**src/rtl/sq_period_avg.sv**
```systemverilog
// sq_period_avg: period-synchronous boxcar averager for the square-reference lock-in chain
// Ports: clk (rising edge), rst (async active-low), en (low aborts/clears accumulation),
//        ref_in (square reference), in (signed R-bit demodulated sample), log_n (window of
//        2^log_n ref periods), shift (output scaling), out (sat_R(sum >>> shift)), sum (A-bit
//        window sum), nsamp (samples in window), ovf (accumulator saturated), valid (1-cycle strobe)
module sq_period_avg #(
    parameter int R = 14,
    parameter int A = 40
) (
    input  logic                clk,
    input  logic                rst,
    input  logic                en,
    input  logic                ref_in,
    input  logic signed [R-1:0] in,
    input  logic [3:0]          log_n,
    input  logic [5:0]          shift,
    output logic signed [R-1:0] out,
    output logic signed [A-1:0] sum,
    output logic [31:0]         nsamp,
    output logic                ovf,
    output logic                valid
);
    typedef enum logic {IDLE, ACCUM} state_t;

    localparam logic signed [A-1:0] A_MAX = {1'b0, {(A-1){1'b1}}};
    localparam logic signed [A-1:0] A_MIN = {1'b1, {(A-1){1'b0}}};
    localparam logic signed [R-1:0] R_MAX = {1'b0, {(R-1){1'b1}}};
    localparam logic signed [R-1:0] R_MIN = {1'b1, {(R-1){1'b0}}};

    state_t              state_q, state_d;
    logic                ref_q;
    logic signed [A-1:0] acc_q, acc_d, sum_q, sum_d;
    logic [31:0]         cnt_q, cnt_d, nsamp_q, nsamp_d;
    logic [15:0]         per_q, per_d;
    logic [3:0]          n_lat_q, n_lat_d;
    logic                ovf_w_q, ovf_w_d, ovf_q, ovf_d, valid_q, valid_d;
    logic signed [R-1:0] out_q, out_d;

    logic                edge_det, closing, acc_sat, fits;
    logic signed [A:0]   acc_ext;
    logic signed [A-1:0] acc_add, acc_shr, in_ext;
    logic [31:0]         cnt_inc;
    logic [16:0]         per_inc;

    always_comb begin
        edge_det = ref_in & ~ref_q;
        in_ext   = {{(A-R){in[R-1]}}, in};
        // One extra bit catches overflow: top two bits disagree when the A-bit sum wrapped
        acc_ext  = {acc_q[A-1], acc_q} + {in_ext[A-1], in_ext};
        acc_sat  = acc_ext[A] ^ acc_ext[A-1];
        acc_add  = acc_sat ? (acc_ext[A] ? A_MIN : A_MAX) : acc_ext[A-1:0];
        cnt_inc  = &cnt_q ? cnt_q : cnt_q + 32'd1;
        per_inc  = {1'b0, per_q} + 17'd1;
        closing  = (state_q == ACCUM) && edge_det && (per_inc == (17'd1 << n_lat_q));
        acc_shr  = acc_q >>> shift;
        // Result fits in R bits when every bit above the R-bit sign equals it
        fits     = acc_shr[A-1:R-1] == {(A-R+1){acc_shr[R-1]}};
        state_d  = state_q;
        acc_d    = acc_q;
        cnt_d    = cnt_q;
        per_d    = per_q;
        n_lat_d  = n_lat_q;
        ovf_w_d  = ovf_w_q;
        sum_d    = sum_q;
        nsamp_d  = nsamp_q;
        ovf_d    = ovf_q;
        out_d    = out_q;
        valid_d  = 1'b0;
        if (!en) begin
            state_d = IDLE;
            acc_d   = '0;
            cnt_d   = '0;
            per_d   = '0;
            ovf_w_d = 1'b0;
        end else if (state_q == IDLE || closing) begin
            if (closing) begin
                sum_d   = acc_q;
                nsamp_d = cnt_q;
                ovf_d   = ovf_w_q;
                out_d   = fits ? acc_shr[R-1:0] : (acc_shr[A-1] ? R_MIN : R_MAX);
                valid_d = 1'b1;
            end
            // The edge sample opens the next window, never the one just closed
            state_d = edge_det ? ACCUM : IDLE;
            acc_d   = edge_det ? in_ext : '0;
            cnt_d   = edge_det ? 32'd1 : 32'd0;
            per_d   = '0;
            ovf_w_d = 1'b0;
            n_lat_d = edge_det ? log_n : n_lat_q;
        end else begin
            acc_d   = acc_add;
            cnt_d   = cnt_inc;
            ovf_w_d = ovf_w_q | acc_sat;
            per_d   = edge_det ? per_inc[15:0] : per_q;
        end
    end

    always_ff @(posedge clk or negedge rst) begin
        if (!rst) begin
            state_q <= IDLE;
            ref_q   <= 1'b0;
            acc_q   <= '0;
            cnt_q   <= '0;
            per_q   <= '0;
            n_lat_q <= '0;
            ovf_w_q <= 1'b0;
            sum_q   <= '0;
            nsamp_q <= '0;
            ovf_q   <= 1'b0;
            out_q   <= '0;
            valid_q <= 1'b0;
        end else begin
            state_q <= state_d;
            ref_q   <= ref_in;
            acc_q   <= acc_d;
            cnt_q   <= cnt_d;
            per_q   <= per_d;
            n_lat_q <= n_lat_d;
            ovf_w_q <= ovf_w_d;
            sum_q   <= sum_d;
            nsamp_q <= nsamp_d;
            ovf_q   <= ovf_d;
            out_q   <= out_d;
            valid_q <= valid_d;
        end
    end

    assign out   = out_q;
    assign sum   = sum_q;
    assign nsamp = nsamp_q;
    assign ovf   = ovf_q;
    assign valid = valid_q;
endmodule

```
**config.mk**
```make
export PLATFORM = sky130hd
export DESIGN_NAME = sq_period_avg
export DESIGN_NICKNAME = d
export VERILOG_FILES = /design/src/rtl/sq_period_avg.sv
export SDC_FILE = /design/constraint.sdc
export NUM_CORES = 1
export LEC_CHECK = 0
export ABC_AREA = 1
export CAP_MARGIN = 30
export CORE_MARGIN = 5
export CORE_UTILIZATION = 52
export DETAILED_ROUTE_END_ITERATION = 8
export DONT_BUFFER_PORTS = 1
export GPL_TIMING_DRIVEN = 1
export PLACE_DENSITY_LB_ADDON = 0.3
export SYNTH_ARGS = -nofsm -noshare
export SYNTH_HDL_FRONTEND = slang
export SYNTH_SLANG_ARGS = --single-unit
```
**constraint.sdc**
```tcl
create_clock -name clk -period 6.6 [get_ports clk]
set_input_delay 1.32 -clock clk [delete_from_list [all_inputs] [get_ports clk]]
set_output_delay 1.32 -clock clk [all_outputs]
set_load 0.005 [all_outputs]
```
== Word-level counts from Yosys, hierarchy flattened ==
Index checks and enable logic that the tools add are counted.

* Mux-type cells: 22
* Bitwise logic cells: 5
* Reduce and logical (&&, ||, !) cells: 6
* Multiply operators: 0
* Div/mod/pow operators: 0
* Magnitude comparators: 0
* Eq/ne operators: 5
* $add $sub $neg: 3
* Shift operators: 2

{| class="wikitable"
|+ Operator list
! operator !! number
|-
| $mux W40 || 5
|-
| $mux W32 || 3
|-
| $mux W16 || 3
|-
| $add A40 B14 Y41 || 1
|-
| $sshr A40 B6 Y40 || 1
|-
| $add A32 B1 Y32 const B || 1
|-
| $reduce_and A32 Y1 || 1
|-
| $mux W14 || 2
|-
| $eq A26 B26 Y1 || 1
|-
| $add A16 B1 Y17 const B || 1
|-
| $eq A17 B17 Y1 || 1
|-
| $shl A1 B4 Y17 const A || 1
|-
| $mux W1 || 9
|-
| $reduce_and A3 Y1 || 2
|-
| $ne A3 B1 Y1 const B || 1
|-
| $ne A3 B2 Y1 const B || 1
|-
| $logic_and A1 B1 Y1 || 2
|-
| $ne A2 B1 Y1 const B || 1
|-
| $not A1 Y1 || 2
|-
| $and A1 B1 Y1 || 1
|-
| $logic_or A1 B1 Y1 || 1
|-
| $or A1 B1 Y1 || 1
|-
| $xor A1 B1 Y1 || 1
|}

* Bits of input ports: 28
* Latch bits: 0
* Memory bits (writable): 0
* ROM bits: 0
* Bits in registers: 183
* Output and inout port bits: 88
* Memories: 0

== Longest topological paths before layout ==
* Depth after elaboration: 7
* Gate-level depth with buffers: 24
* Mapped depth without buffers: 21

== Worst setup path after synthesis ==
OpenSTA, ideal clock, no wires.

* Kind: input to register
* Start: input in[0]
* End: register acc_q[13]
* Stages on the path: 14
* Arrival time: 3.530 ns
* Setup time: 0.063 ns
* Setup slack: 3.008 ns
* Buffers on the path: 1
* Data required time: 6.537 ns
* Path through: ha_1 fa_1 nand3_1 nand2_1 a21o_1 nand3_1 nand3_1 xor2_1 nor2_2 clkbuf_1 o21ai_0 nand2_1 nand2_1 inv_1

* Longest elaborated chain between the ends: 5
* Elaborated cells on any way between the ends: 6

{| class="wikitable"
|+ RTL lines
! element !! line !! RTL
|-
| start: declaration || 14 || <nowiki>input logic signed [R-1:0] in,</nowiki>
|-
| $add A40 B14 Y41 (*) || 49 || <nowiki>acc_ext = {acc_q[A-1], acc_q} + {in_ext[A-1], in_ext};</nowiki>
|-
| $mux W40 / $xor A1 B1 Y1 (equally long branches) || 51, 50 ||
|-
| $mux W40 (*) || 51 || <nowiki>acc_add = acc_sat ? (acc_ext[A] ? A_MIN : A_MAX) : acc_ext[A-1:0];</nowiki>
|-
| $mux W40 (*) || 75 || <nowiki>end else if (state_q == IDLE || closing) begin</nowiki>
|-
| $mux W40 (*) || 69 || <nowiki>if (!en) begin</nowiki>
|-
| named net acc_d[13] || 32 || <nowiki>logic signed [A-1:0] acc_q, acc_d, sum_q, sum_d;</nowiki>
|-
| end signal: assignment || 102 || <nowiki>acc_q <= '0;</nowiki>
|-
| end signal: assignment || 115 || <nowiki>acc_q <= acc_d;</nowiki>
|-
| end: declaration || 32 ||
|}

Mark *: on every way through the listed nets, which the timed path passes. The rest lies on a longest branch.
A chain may end at the register's enable or synchronous reset.

== Worst setup path after layout ==
* Start: input ref_in
* End: register sum_q[11] (netlist: sum[11])

* Longest elaborated chain between the ends: 5

{| class="wikitable"
|+ RTL lines
! element !! line !! RTL
|-
| start: declaration || 13 || <nowiki>input logic ref_in,</nowiki>
|-
| $and A1 B1 Y1 (*) || 46 || <nowiki>edge_det = ref_in & ~ref_q;</nowiki>
|-
| $logic_and A1 B1 Y1 (*) (2 in series) || 54 || <nowiki>closing = (state_q == ACCUM) && edge_det && (per_inc == (17'd1 << n_lat_q));</nowiki>
|-
| $logic_or A1 B1 Y1 || 75 ||
|-
| $reduce_and A3 Y1 (no source line) (*) || n/a ||
|-
| end signal: assignment || 120 || <nowiki>sum_q <= sum_d;</nowiki>
|-
| end: declaration || 32 ||
|}

Mark *: on every way between the ends. The rest lies on a longest branch, timed or not.

==> metrics.txt <==
Longest Clk Path Bufs 2; leakage power 7.74 nW; initial antenna violation count 2; Hold Crit Start out[1]; area leader, netlist dfrtp_1; final hold slack 0.514 ns; adder-cell share of the synthesized area 3.84%; Cells after Synth 2182; port buffer count 0; CTS root buf clkbuf_16; DPL Wire Length 32800 µm; Die Y 175 µm; final antenna-violating net count 0; grt total ovfl 0; Syn Nets 2253; crit end category flop; clk_lat worst skew 0.45 ns; final slew viol count 0; dpl cells 2443; post-synthesis sequential area ratio 32.3%; critical path class in -> reg; total track usage 28.0%; # setup viols final 0; Max IR drop VDD 0.000143 V; largest family of logic cells by synthesized area simple AND/OR/NAND/NOR gates; Final Net Count 2193; TritonCTS clock tree built; Yosys reg bits 183; dpl cell area 14300 µm²; drt total wl 43000 µm; reg-to-reg startpoint cnt_q[0]; max_slew headroom 35.0%; count of cell types in the netlist 54; hold violation count in the final report 0; Synthesis Warnings 0; post-synthesis simple-gate area fraction 35.9%; row cnt 60; WP data arrival 4.25 ns; Synth top area share 32.3%; pin count of the biggest net entering global routing 184; Antenna Diode Count 0; crit path launch type primary input; first-pass GRT wire length 69000 µm; layout cells sized above 1 4.82%; die area 30700 µm²; post-cts resize count 0; Hold WC Path Type reg -> reg; TNS Setup 0 ns; Max FO, Critical Path 108; multiplexer share of the synthesized area 0.282%; post-synthesis cell area 14200 µm²; Ports 116; period utilization 59.3%; CTS H-tree depth 4; core box area 26900 µm²; Layout Cells excl Fill 2476; via/cell ratio 5.62; launch point of the critical path ref_in; post-layout util 55.5%; final instance area 14900 µm²; drc violations 0; Filler cells 2717; Synth area leaders dfrtp_1 (32%), nand2_1 (17%), nand3_1 (7.4%); Post-synth ARST share 100%; via count 13900; Synth Area in Compound Gates 13.1%; DRT Pass-1 Iters 6; unrepaired setup endpoints after global routing false; Post-synth EDFFs 0; drt initial violations 1424; Worst Skew 0.0197 ns; clock sink count 183; Post-CTS Setup Bufs 0; Max-Cap Viols 0; Worst-Margin Slew 0.969 ns; RD Place Congestion 0.993; Primary FF master, synth dfrtp_1; Avg Inst Size Synth 6.50 µm²; vias in the first global route 12900; initial core utilization 52.8%; Clk pin slew, worst setup/hold paths 0.08 ns; Tmin final 3.92 ns; # hold bufs at CTS 0; cts bufs inserted 17; area growth from synthesis to layout 5.19%; pwr/cell area 240 nW/µm²; count leader, synth nand2_1; Max Clock Freq 255 MHz; chip width 175 µm; most frequent cells after synthesis nand2_1 (658), inv_1 (249), nand3_1 (209); Synth Area in XOR/XNOR 4.26%; status completed; routed wire length per instance 17.4 µm; Critical Path RT 6.93 ns
-- through the flow --
stage	setup slack (ns)	power (W)
finish	2.68	0.00358
global route	2.20	0.00379
CTS	2.33	0.00359
detailed placement	1.86	0.00244
global placement	2.04	0.00242
floorplan	3.01	0.00218
-- routing by layer --
| layer | vias to the layer above | share of wire (%) | routed length [µm] | track usage, % |
|---|---|---|---|---|
| met3 | 81 | 7.7 | 3290 | 6.27 |
| li1 | 6890 | - | - | - |
| met1 | 6447 | 44 | 18900 | 38.2 |
| met5 | - | 0.067 | 29 | 0 |
| met4 | 4 | 3.2 | 1370 | 9.10 |
| met2 | 488 | 45 | 19400 | 44.2 |
-- kinds of logic after synthesis --
family | Yosys count
and+or+nand+nor | 1185
buffers and inverters | 358
AOI/OAI and AO/OA | 340
DFF | 183
xor gates and xnor gates | 69
adders and majority gates | 43
muxes | 4
-- cell usage in the layout, fill, tap and decap left out, drive strengths merged, types with 4 or more instances in the layout --
master / count
nand2: 662
o21ai: 198
buf: 7
xor2: 48
a21o: 6
or2: 37
mux2i: 4
o21a: 4
clkbuf: 17
nor2: 196
inv: 278
a21boi: 4
o21bai: 6
xnor2: 21
ha: 42
nand4: 17
a31oi: 14
o211ai: 7
nor3: 37
a21oi: 92
dfrtp: 183
nand3: 213
nand3b: 5
nor4: 11
clkinv: 7
-- critical path: stages --
cell	delay, ns
inv_1	0.03
nor2_2	0.56
nand2_1	0.25
nor4_1	0.32
nand3_1	0.11
nor2_1	0.10
nand3_1	0.08
nor2_2	0.20
nand3_4	0.38
inv_4	0.23
buf_16	0.33
nand2_1	0.11
o21ai_1	0.09
inv_1	0.05
-- final timing paths --
kind	to	slack [ns]	depth (start not counted)
max	sum[11]	2.68	14
min	out[1]	0.51	2
max reg2reg	cnt_q[10]	3.08	14
min reg2reg	out[1]	0.51	2
max in group asynchronous	cnt_q[31]	5.66	0
min in group asynchronous	per_q[2]	0.56	0
-- where the power goes --
part | switching (W) | internal (W)
clock network | 0.000549 | 0.000593
logic | 0.000555 | 0.000316
registers | 0.000236 | 0.00133
-- flip-flops by register name (all words and copies together) (netlist names), 4 cells and up --
name / cells
acc_q: 40
nsamp: 32
sum: 40
per_q: 16
out: 14
n_lat_q: 4
cnt_q: 32
-- area by class of cell --
cell class	count	area [µm²]	area share (%)
clock buffers	17	425	2.85
multi-input cells	1641	8130	54.5
well taps	341	427	2.86
flip-flops and latches	183	4580	30.7
inverters	272	1020	6.87
clock inverters	15	220	1.48
repair buffers	7	120	0.805
Power figures use the tool's default switching activity.
